## config.mk

```make
export PLATFORM = sky130hd
export DESIGN_NAME = arb4_rr_sched
export DESIGN_NICKNAME = d
export VERILOG_FILES = /design/src/rtl/arb_pkg.sv /design/src/rtl/rr_pick4.sv /design/src/rtl/arb4_rr_sched.sv
export SDC_FILE = /design/constraint.sdc
export NUM_CORES = 1
export LEC_CHECK = 0
export ABC_AREA = 1
export CAP_MARGIN = 20
export CORE_MARGIN = 4
export CORE_UTILIZATION = 54
export CTS_BUF_LIST = sky130_fd_sc_hd__clkbuf_8 sky130_fd_sc_hd__clkbuf_16
export DETAILED_ROUTE_END_ITERATION = 16
export HOLD_SLACK_MARGIN = 0.12
export PLACE_DENSITY = 0.78
export SLEW_MARGIN = 20
export SYNTH_ARGS = -nofsm -noshare
export SYNTH_HDL_FRONTEND = slang
export SYNTH_SLANG_ARGS = --single-unit
export TNS_END_PERCENT = 10
```

## constraint.sdc

```tcl
create_clock -name clk -period 2.28 [get_ports clk]
set_input_delay 0.456 -clock clk [delete_from_list [all_inputs] [get_ports clk]]
set_output_delay 0.456 -clock clk [all_outputs]
set_load 0.02 [all_outputs]
```

## src/rtl/arb_pkg.sv

```systemverilog
// Shared types for the four-way round-robin scheduler: requester count,
// owner index, FSM states and the index-to-grant decoder.
package arb_pkg;

    localparam int N_REQ = 4;

    typedef logic [1:0] owner_idx_t;

    typedef enum logic {
        IDLE = 1'b0,
        OWN  = 1'b1
    } state_t;

    function automatic logic [N_REQ-1:0] onehot4(input owner_idx_t idx);
        onehot4 = 4'b0001 << idx;
    endfunction

endpackage

```

## src/rtl/rr_pick4.sv

```systemverilog
// Combinational rotating priority search: first set request bit found
// scanning start, start+1, ... modulo 4.
module rr_pick4
    import arb_pkg::*;
(
    input  logic [N_REQ-1:0] req,
    input  owner_idx_t       start,
    output logic             found,
    output owner_idx_t       idx
);

    owner_idx_t cand_s;

    // Walk the four positions from start; the first hit wins.
    always_comb begin
        found  = 1'b0;
        idx    = start;
        cand_s = start;
        for (int k = 0; k < N_REQ; k++) begin
            cand_s = start + 2'(k);
            if (!found && req[cand_s]) begin
                found = 1'b1;
                idx   = cand_s;
            end else begin
                found = found;
            end
        end
    end

endmodule

```

## src/rtl/arb4_rr_sched.sv

```systemverilog
// Round-robin owner selection for a shared 4:1 mux with capped bursts;
// the owner index drives the mux selects directly.
module arb4_rr_sched
    import arb_pkg::*;
#(
    parameter int MAX_BURST = 4
) (
    input  logic             clk,
    input  logic             reset_n,
    input  logic [N_REQ-1:0] req,
    input  logic             last,
    output logic [N_REQ-1:0] grant,
    output logic             sel0,
    output logic             sel1,
    output logic             busy
);

    localparam logic [3:0] MAX_CNT = 4'(MAX_BURST);

    state_t           state_r, state_n;
    owner_idx_t       ptr_r, ptr_n;
    logic [3:0]       cnt_r, cnt_n;
    owner_idx_t       sel_r, sel_n;
    logic [N_REQ-1:0] grant_n;
    logic             busy_n;

    owner_idx_t       owner_s;
    owner_idx_t       start_s;
    owner_idx_t       pick_s;
    logic             found_s;
    logic             release_s;

    assign owner_s = sel_r;
    assign sel0    = sel_r[0];
    assign sel1    = sel_r[1];

    // While owning, the search starts just past the owner so the owner
    // itself is reached last and only re-granted when nobody else asks.
    assign start_s   = (state_r == OWN) ? owner_s + 2'd1 : ptr_r;
    assign release_s = !req[owner_s] || last || (cnt_r == MAX_CNT);

    rr_pick4 u_pick (
        .req   (req),
        .start (start_s),
        .found (found_s),
        .idx   (pick_s)
    );

    // Next-state decode: acquire from idle, hold, hand over or go idle.
    always_comb begin
        state_n = state_r;
        ptr_n   = ptr_r;
        cnt_n   = cnt_r;
        sel_n   = sel_r;
        grant_n = grant;
        busy_n  = busy;
        case (state_r)
            IDLE: begin
                if (found_s) begin
                    state_n = OWN;
                    grant_n = onehot4(pick_s);
                    sel_n   = pick_s;
                    busy_n  = 1'b1;
                    cnt_n   = 4'd1;
                end else begin
                    grant_n = 4'b0000;
                    busy_n  = 1'b0;
                end
            end
            OWN: begin
                if (release_s) begin
                    ptr_n = owner_s + 2'd1;
                    if (found_s) begin
                        grant_n = onehot4(pick_s);
                        sel_n   = pick_s;
                        busy_n  = 1'b1;
                        cnt_n   = 4'd1;
                    end else begin
                        state_n = IDLE;
                        grant_n = 4'b0000;
                        busy_n  = 1'b0;
                    end
                end else if (cnt_r != MAX_CNT) begin
                    cnt_n = cnt_r + 4'd1;
                end else begin
                    cnt_n = cnt_r;
                end
            end
            default: begin
                state_n = IDLE;
                grant_n = 4'b0000;
                busy_n  = 1'b0;
            end
        endcase
    end

    // State and registered outputs; sel keeps the last owner while idle.
    always_ff @(posedge clk or negedge reset_n) begin
        if (!reset_n) begin
            state_r <= IDLE;
            ptr_r   <= 2'd0;
            cnt_r   <= 4'd0;
            sel_r   <= 2'd0;
            grant   <= 4'b0000;
            busy    <= 1'b0;
        end else begin
            state_r <= state_n;
            ptr_r   <= ptr_n;
            cnt_r   <= cnt_n;
            sel_r   <= sel_n;
            grant   <= grant_n;
            busy    <= busy_n;
        end
    end

endmodule

```

==> flow_metrics.env, run 1 <==
export IMPL_grt_max_degree=15
export IMPL_crit_required_ns=2.40
export IMPL_synth_yosys_seq_area_share=0.324
export IMPL_drt_iter0_drc=28
export IMPL_syn_to_final_growth_pct=19.4
export IMPL_place_area_um2=1250
export IMPL_worst_slew_pin_slew_ns=0.599
export IMPL_slew_headroom=0.599
export IMPL_wl_met2_um=1190
export IMPL_final_common_cell="nand2_1"
export IMPL_gr_usage_all_layers=0.215
export IMPL_ys_warnings_count=0
export IMPL_critPathKind="reg2reg"
export IMPL_portBuffers=13
export IMPL_wire_per_inst_um=11.9
export IMPL_syn_num_nets=173
export IMPL_setup_worst_path_end="grant[3]"
export IMPL_antenna_found_initial=0
export IMPL_rsz0062_at_grt="false"
export IMPL_startpoint_type="flop"
export IMPL_final_cells=206
export IMPL_first_pass_iters=4
export IMPL_netlist_instances=164
export IMPL_die_height_um=52.8
export IMPL_die_area_um2=2780
export IMPL_clock_root_buffer="clkbuf_8"
export IMPL_tns_ns=0
export IMPL_cp_startpoint="owner_s[0]"
export IMPL_cts_setup_buffers=0
export IMPL_dp_cells=203
export IMPL_cp_common_cell="nand2_1"
export IMPL_core_um2=1820
export IMPL_io_pin_count=14
export IMPL_synth_top_area_frac=0.324
export IMPL_rrSetupSlack_ns=0.25
export IMPL_dr_max_layer_used="met4"
export IMPL_totalWireLength_um=2450
export IMPL_period_needed_ns=2.03
export IMPL_critPathTopFamily="simple AND/OR/NAND/NOR gates"
export IMPL_grt_pass1_vias=1018
export IMPL_yosys_area_top_type="dfrtp_1"
export IMPL_drc=0
export IMPL_regArea_um2=350
export IMPL_cts_htree_levels=1
export IMPL_grt_remaining_overflow=0
export IMPL_cp_cell_sequence="inv_2, nand2_1, nand2_2, nand2_1, nand2_1, nand2_1, nand2_4, nand3_1, nand2_1, nand2_1, nand2_1, nand2_1, nand4_1, nand2_1"
export IMPL_cts_sinks=14
export IMPL_crit_path_end_kind="flop"
export IMPL_clock_skew_ns=0.00430
export IMPL_multi_input_area_um2=653
export IMPL_layout_drive_gt1_share=0.138
export IMPL_synthTopCellsByArea="dfrtp_1, nand2_1, nand3_1, inv_1, nand4_1"
export IMPL_hold_viol=0
export IMPL_nFillCells=159
export IMPL_r2r_end="grant[3]"
export IMPL_die_w_um=52.8
export IMPL_antenna_cells=0
export IMPL_drtAntennaViolNets=0
export IMPL_final_cell_mix="nand2_1, nand3_1, inv_1"
export IMPL_cap_violations=0
export IMPL_period_share=0.892
export IMPL_num_vias=1062
export IMPL_path_buf_inv=1
export IMPL_wl_met3_um=64
export IMPL_cts_buffer_depth=2
export IMPL_yosysUniqueCellTypes=19
export IMPL_start_util=0.595
export IMPL_syn_avg_cell_area_um2=6.60
export IMPL_grt_pass1_wl_um=4450
export IMPL_cp_arrival_ns=2.15
export IMPL_finalSetupViolCount=0
export IMPL_max_stage_delay_ns=0.49
export IMPL_dpl_hpwl_um=1880
export IMPL_rows=15
export IMPL_status="completed"
export IMPL_layout_nets=192
export IMPL_clkLatencyLatePin_ns=0.24
export IMPL_ff2ff_path_depth=14
export IMPL_synth_seq_cells=14
export IMPL_fmax_mhz=492
export IMPL_gp_congestion=0.814
export IMPL_path_clk_slew_ns=0.05
export IMPL_cts_resized=0
export IMPL_viasPerCell=5.16
export IMPL_cts_buffers=3
export IMPL_cts_hold_buffers=0
export IMPL_cp_max_fo=9
export IMPL_worstSetupPathDepth=14
export IMPL_final_area_um2=1290
export IMPL_netlist_area_um2=1080
export IMPL_reg2reg_from="owner_s[0]"
export IMPL_cts_tree="done"
export IMPL_final_util=0.710
export IMPL_timing_critical_path_slowest_stage_cell="dfrtp_1"
export IMPL_slew_viol_final=0
export IMPL_wl_met1_um=1140
export IMPL_hold_path_class="reg2reg"
-- per-stage QoR --
stage | worst slack (ns) | hold WS, ns
2_1_floorplan | 0.488 | 0.160
3_3_place_gp | 0.0699 | 0.464
3_5_place_dp | 0.0955 | 0.469
4_1_cts | 0.256 | 0.481
5_1_grt | 0.0513 | 0.504
6_report | 0.246 | 0.481
-- state kept, by name (all words and copies together), names as in the netlist --
| register | count |
|---|---|
| ptr_r | 2 |
| grant | 4 |
| busy | 1 |
| owner_s | 2 |
| cnt_r | 4 |
| state_r | 1 |
-- how the worst min path moves through the flow --
| stage | startpoint | end | slack, ns | cells after the start |
|---|---|---|---|---|
| 2_1_floorplan | reset_n | busy | 0.16 | 0 |
| 6_report | grant[1] | grant[1] | 0.48 | 2 |
| 3_3_place_gp | grant[2] | grant[2] | 0.46 | 2 |
| 5_1_grt | grant[0] | grant[0] | 0.50 | 2 |
| 3_5_place_dp | grant[1] | grant[1] | 0.47 | 2 |
| 4_1_cts | grant[1] | grant[1] | 0.48 | 2 |
-- area by class of cell --
| class | count | area share |
|---|---|---|
| clock buffers | 3 | 0.0319 |
| inverters | 21 | 0.0610 |
| multi-input cells | 129 | 0.505 |
| flip-flops and latches | 14 | 0.271 |
| well taps | 25 | 0.0242 |
| repair buffers | 14 | 0.106 |
-- worst register-to-register path, stage by stage, from the launching register on --
cell     delay, ns
dfrtp_1       0.49
inv_2         0.15
nand2_1       0.07
nand2_2       0.18
nand2_1       0.08
nand2_1       0.13
nand2_1       0.10
nand2_4       0.12
nand3_1       0.15
nand2_1       0.09
nand2_1       0.05
nand2_1       0.06
nand2_1       0.08
nand4_1       0.10
nand2_1       0.07
-- cells by family after synthesis --
kind of cell / after synthesis / synth area share
AND/OR/NAND/NOR: 113 / 0.509
buffers and inverters: 21 / 0.0728
AO/OA/AOI/OAI: 14 / 0.0717
flip-flops: 14 / 0.324
adder cells (fa/ha/maj): 2 / 0.0231
-- routing by layer --
| metal | up-vias | track usage |
|---|---|---|
| met1 | 468 | 0.283 |
| met4 | 0 | 0.102 |
| li1 | 571 | - |
| met2 | 18 | 0.355 |
| met5 | - | 0 |
| met3 | 5 | 0.0142 |
-- Yosys cell counts --
cell       n
inv_2      3
nand4_1    7
o21ai_0    8
nand4_2    1
ha_1       2
nand2_4    2
nor2_4     2
o21ai_2    1
nand3_2    4
or2_2      1
nand2_1   63
nor2_2     1
dfrtp_1   14
a221oi_1   1
inv_1     18
nand2_2    6
a21oi_1    4
nand3_1   20
nor2_1     6
Power of run 1 is not shown: default switching activity piles up to over one toggle a cycle in this logic, so the estimate is an artifact.
==> inputs of run 2 (changes only) <==
Settings changed: CORE_UTILIZATION 54 to 57, GPL_ROUTABILITY_DRIVEN set to 0, PLACE_DENSITY 0.78 to 0.82.
Clock period 2.28 ns to 2.4 ns, I/O delays scaled along.
==> run 2 against run 1 <==
Clock-buffer cell count up 1. Sequential share of layout area fell by 0.13 points. Flip-flop and latch count stayed put. Critical path depth decreased by 6. First-iteration DRC count fell by 29%. Non-clock buffer count decreased by 1. Cell area grew 0.48%. Final cell count is the same. Worst hold slack gained 0.0017 ns. Critical endpoint is now cnt_r[3].
==> flow_metrics.env, run 2 (synthesis results as in run 1) <==
export IMPL_crit_required_ns=2.53
export IMPL_drc=0
export IMPL_dpl_hpwl_um=1940
export IMPL_hold_path_class="reg2reg"
export IMPL_cts_tree="done"
export IMPL_clock_skew_ns=0.00459
export IMPL_cts_htree_levels=1
export IMPL_startpoint_type="input port"
export IMPL_cts_buffers=3
export IMPL_cts_hold_buffers=0
export IMPL_finalSetupViolCount=0
export IMPL_worst_slew_pin_slew_ns=0.594
export IMPL_io_pin_count=14
export IMPL_wire_per_inst_um=11.6
export IMPL_grt_pass1_wl_um=4360
export IMPL_drt_iter0_drc=20
export IMPL_fmax_mhz=486
export IMPL_path_clk_slew_ns=0.06
export IMPL_cp_startpoint="req[0]"
export IMPL_grt_max_degree=15
export IMPL_nFillCells=162
export IMPL_cap_violations=0
export IMPL_final_cell_mix="nand2_1, nand3_1, inv_1"
export IMPL_die_height_um=51.6
export IMPL_gr_usage_all_layers=0.215
export IMPL_syn_to_final_growth_pct=20.0
export IMPL_rows=15
export IMPL_cts_sinks=14
export IMPL_layout_drive_gt1_share=0.138
export IMPL_totalWireLength_um=2380
export IMPL_core_um2=1760
export IMPL_clkLatencyLatePin_ns=0.24
export IMPL_num_vias=1058
export IMPL_clock_root_buffer="clkbuf_8"
export IMPL_grt_remaining_overflow=0
export IMPL_tns_ns=0
export IMPL_cp_max_fo=9
export IMPL_period_needed_ns=2.06
export IMPL_slew_viol_final=0
export IMPL_slew_headroom=0.602
export IMPL_antenna_found_initial=0
export IMPL_cp_arrival_ns=2.19
export IMPL_first_pass_iters=4
export IMPL_largestRegisters="cnt_r: 4 flops, grant: 4 flops"
export IMPL_viasPerCell=5.14
export IMPL_reg2reg_from="owner_s[0]"
export IMPL_start_util=0.613
export IMPL_antenna_cells=0
export IMPL_portBuffers=13
export IMPL_status="completed"
export IMPL_cts_buffer_depth=2
export IMPL_die_w_um=51.6
export IMPL_cts_resized=0
export IMPL_crit_path_end_kind="flop"
export IMPL_period_share=0.858
export IMPL_cts_setup_buffers=0
export IMPL_die_area_um2=2660
export IMPL_hold_viol=0
export IMPL_rsz0062_at_grt="false"
export IMPL_critPathKind="in2reg"
export IMPL_grt_pass1_vias=1047
export IMPL_drtAntennaViolNets=0
export IMPL_layout_nets=191
export IMPL_hold_start="grant[0]"
export IMPL_final_common_cell="nand2_1"
[run 2: changes by cell type in the layout (fill, tap and decap cells not counted)]
cell,change
clkbuf_8,+1
buf_4,-1
[run 2: metal layers]
layer	track usage	up-vias	wire length (um)
li1	-	567	-
met1	0.267	463	1130
met2	0.379	23	1150
met3	0.0172	5	63
met4	0.0917	0	32
met5	0	-	0
[run 2: worst max-delay path, stage by stage]
cell and delay (ns):
clkdlybuf4s50_1 0.50, nand2_1 0.08, a221oi_1 0.32, nand2_1 0.13
nor2_2 0.34, nand4_1 0.16, nor2_1 0.12, a21oi_1 0.05
[run 2: area by class of cell]
class	count	area, um2	share of cell area
clock buffer	4	55.1	0.0424
inverter	21	78.8	0.0607
multi-input combinational	129	653	0.503
sequential	14	350	0.270
tap	25	31.3	0.0241
timing repair buffer	13	130	0.100
[run 2: final timing paths]
| path | endpoint | slack [ns] | cells after the start |
|---|---|---|---|
| max | cnt_r[3] | 0.34 | 8 |
| min | grant[0] | 0.48 | 2 |
| max reg2reg | grant[1] | 0.42 | 14 |
| min reg2reg | grant[0] | 0.48 | 2 |
| max in group asynchronous | ptr_r[1] | 1.40 | 1 |
| min in group asynchronous | cnt_r[0] | 0.61 | 1 |
[run 2: through the flow]
step | utilization | hold WS (ns) | area, um2 | std cells | worst slack, ns
finish | 0.736 | 0.482 | 1300 | 206 | 0.341
global route | 0.736 | 0.509 | 1300 | 206 | 0.159
CTS | 0.736 | 0.485 | 1300 | 206 | 0.349
detailed placement | 0.705 | 0.466 | 1240 | 202 | 0.0945
global placement | 0.705 | 0.472 | 1240 | 202 | 0.215
floorplan | - | 0.184 | 1080 | 164 | 0.608
Power of run 2 is left out for the same reason.
==> inputs of run 3 (changes only) <==
Settings changed: CELL_PAD_IN_SITES_DETAIL_PLACEMENT set to 1, CELL_PAD_IN_SITES_GLOBAL_PLACEMENT set to 1, CORE_UTILIZATION 57 to 41, PLACE_DENSITY 0.82 to unset, PLACE_DENSITY_LB_ADDON set to 0.1.
==> run 3 against run 2 <==
Die area rose by 33%. Utilization decreased by 21 points. Maximum frequency shrank 4.5%. Largest cell class unchanged. Non-clock buffer count up 1. Clock-buffer cell count did not move. Sequential share of layout area is 0.28 points lower. First-iteration DRC count increased by 90%.
==> flow_metrics.env, run 3 (synthesis results as in run 1) <==
export IMPL_status="completed"
export IMPL_drtAntennaViolNets=0
export IMPL_reg2reg_from="owner_s[0]"
export IMPL_startpoint_type="flop"
export IMPL_portBuffers=13
export IMPL_cts_buffers=3
export IMPL_layout_nets=192
export IMPL_crit_required_ns=2.53
export IMPL_cp_arrival_ns=2.29
export IMPL_core_um2=2500
export IMPL_viasPerCell=5.33
export IMPL_dpl_hpwl_um=2400
export IMPL_tns_ns=0
export IMPL_grt_pass1_vias=1135
export IMPL_syn_to_final_growth_pct=21.3
export IMPL_wire_per_inst_um=14.0
export IMPL_period_needed_ns=2.16
export IMPL_whs_endpoint="grant[0]"
export IMPL_clock_root_buffer="clkbuf_8"
export IMPL_drt_iter0_drc=38
export IMPL_rrSetupSlack_ns=0.24
export IMPL_grt_remaining_overflow=0
export IMPL_cts_sinks=14
export IMPL_io_pin_count=14
export IMPL_cts_resized=0
export IMPL_period_share=0.899
export IMPL_fmax_mhz=464
export IMPL_antenna_found_initial=0
export IMPL_critPathKind="reg2reg"
export IMPL_rsz0062_at_grt="false"
export IMPL_r2r_end="grant[2]"
export IMPL_cp_cell_sequence="inv_2, nand2_1, nand2_2, nand2_1, nand2_1, nand3_1, nand2_1, nand4_2, inv_1, nand2_1, nand4_1, nand2_1"
export IMPL_grt_max_degree=15
export IMPL_hold_path_class="reg2reg"
export IMPL_path_buf_inv=2
export IMPL_rows=18
export IMPL_pre_cts_ws_ns=0.171
export IMPL_cts_buffer_depth=2
export IMPL_gr_usage_all_layers=0.191
export IMPL_path_clk_slew_ns=0.06
export IMPL_cts_tree="done"
export IMPL_totalWireLength_um=2960
export IMPL_nFillCells=355
export IMPL_clock_skew_ns=0.00282
export IMPL_hold_viol=0
export IMPL_die_area_um2=3530
export IMPL_worst_slew_pin_slew_ns=0.635
export IMPL_critPathTopFamily="simple AND/OR/NAND/NOR gates"
export IMPL_drc=0
export IMPL_cts_htree_levels=1
export IMPL_setup_ws_ns=0.244
export IMPL_largestRegisters="cnt_r: 4 flops, grant: 4 flops"
export IMPL_slew_viol_final=0
export IMPL_die_height_um=59.4
export IMPL_final_common_cell="nand2_1"
export IMPL_num_vias=1129
export IMPL_cts_setup_buffers=0
export IMPL_start_util=0.433
export IMPL_layout_drive_gt1_share=0.143
export IMPL_cp_common_cell="nand2_1"
export IMPL_antenna_cells=0
export IMPL_holdPathStages=2
export IMPL_die_w_um=59.4
export IMPL_hold_start="grant[0]"
export IMPL_cap_violations=0
export IMPL_final_cell_mix="nand2_1, nand3_1, inv_1"
export IMPL_clkLatencyLatePin_ns=0.25
export IMPL_max_stage_delay_ns=0.48
export IMPL_ff2ff_path_depth=12
export IMPL_slew_headroom=0.575
export IMPL_timing_critical_path_slowest_stage_cell="dfrtp_1"
export IMPL_crit_path_end_kind="flop"
export IMPL_cts_hold_buffers=0
export IMPL_grt_pass1_wl_um=5110
export IMPL_cp_max_fo=9
export IMPL_finalSetupViolCount=0
export IMPL_first_pass_iters=4
## run 3: cell types whose count changed in the layout (fill, tap and decap cells not counted)
cell | before | now
buf_4 | 0 | 1
## run 3: layout make-up
type / instances / area [um2] / area share
Sequential cell: 14 / 350 / 0.267
Multi-Input combinational cell: 129 / 653 / 0.498
Timing Repair Buffer: 14 / 138 / 0.105
Inverter: 21 / 78.8 / 0.0601
Clock buffer: 4 / 55.1 / 0.0419
Tap cell: 30 / 37.5 / 0.0286
## run 3: metal layers
metal  GRT usage  share of wire  up-vias
met1       0.240           0.47      542
met2       0.331           0.49       15
li1            -              -      566
met4      0.0680          0.016        0
met5           0              0        -
met3      0.0261          0.016        6
## run 3: worst max-delay path by stage
stage,from,endpoint,slack [ns],cells past startpoint
floorplan,owner_s[0],owner_s[1],0.61,12
global placement,req[0],cnt_r[3],0.20,8
detailed placement,req[0],grant[2],0.17,10
CTS,owner_s[0],grant[2],0.26,12
global route,owner_s[0],grant[2],0.06,12
finish,owner_s[0],grant[2],0.24,12
## run 3: worst min-delay path: cells and delay by family, from the launching register on
| kind | cells | cell delay, ns |
|---|---|---|
| flip-flops | 1 | 0.34 |
| AND/OR/NAND/NOR | 2 | 0.11 |
## run 3: per-stage QoR
step	cell area, um2	cells	utilization	hold slack, ns
detailed placement	1260	208	0.503	0.475
global route	1310	212	0.525	0.523
global placement	1260	208	0.503	0.466
finish	1310	212	0.525	0.484
CTS	1310	212	0.525	0.490
floorplan	1080	164	-	0.184
Power of run 3 is left out for the same reason.
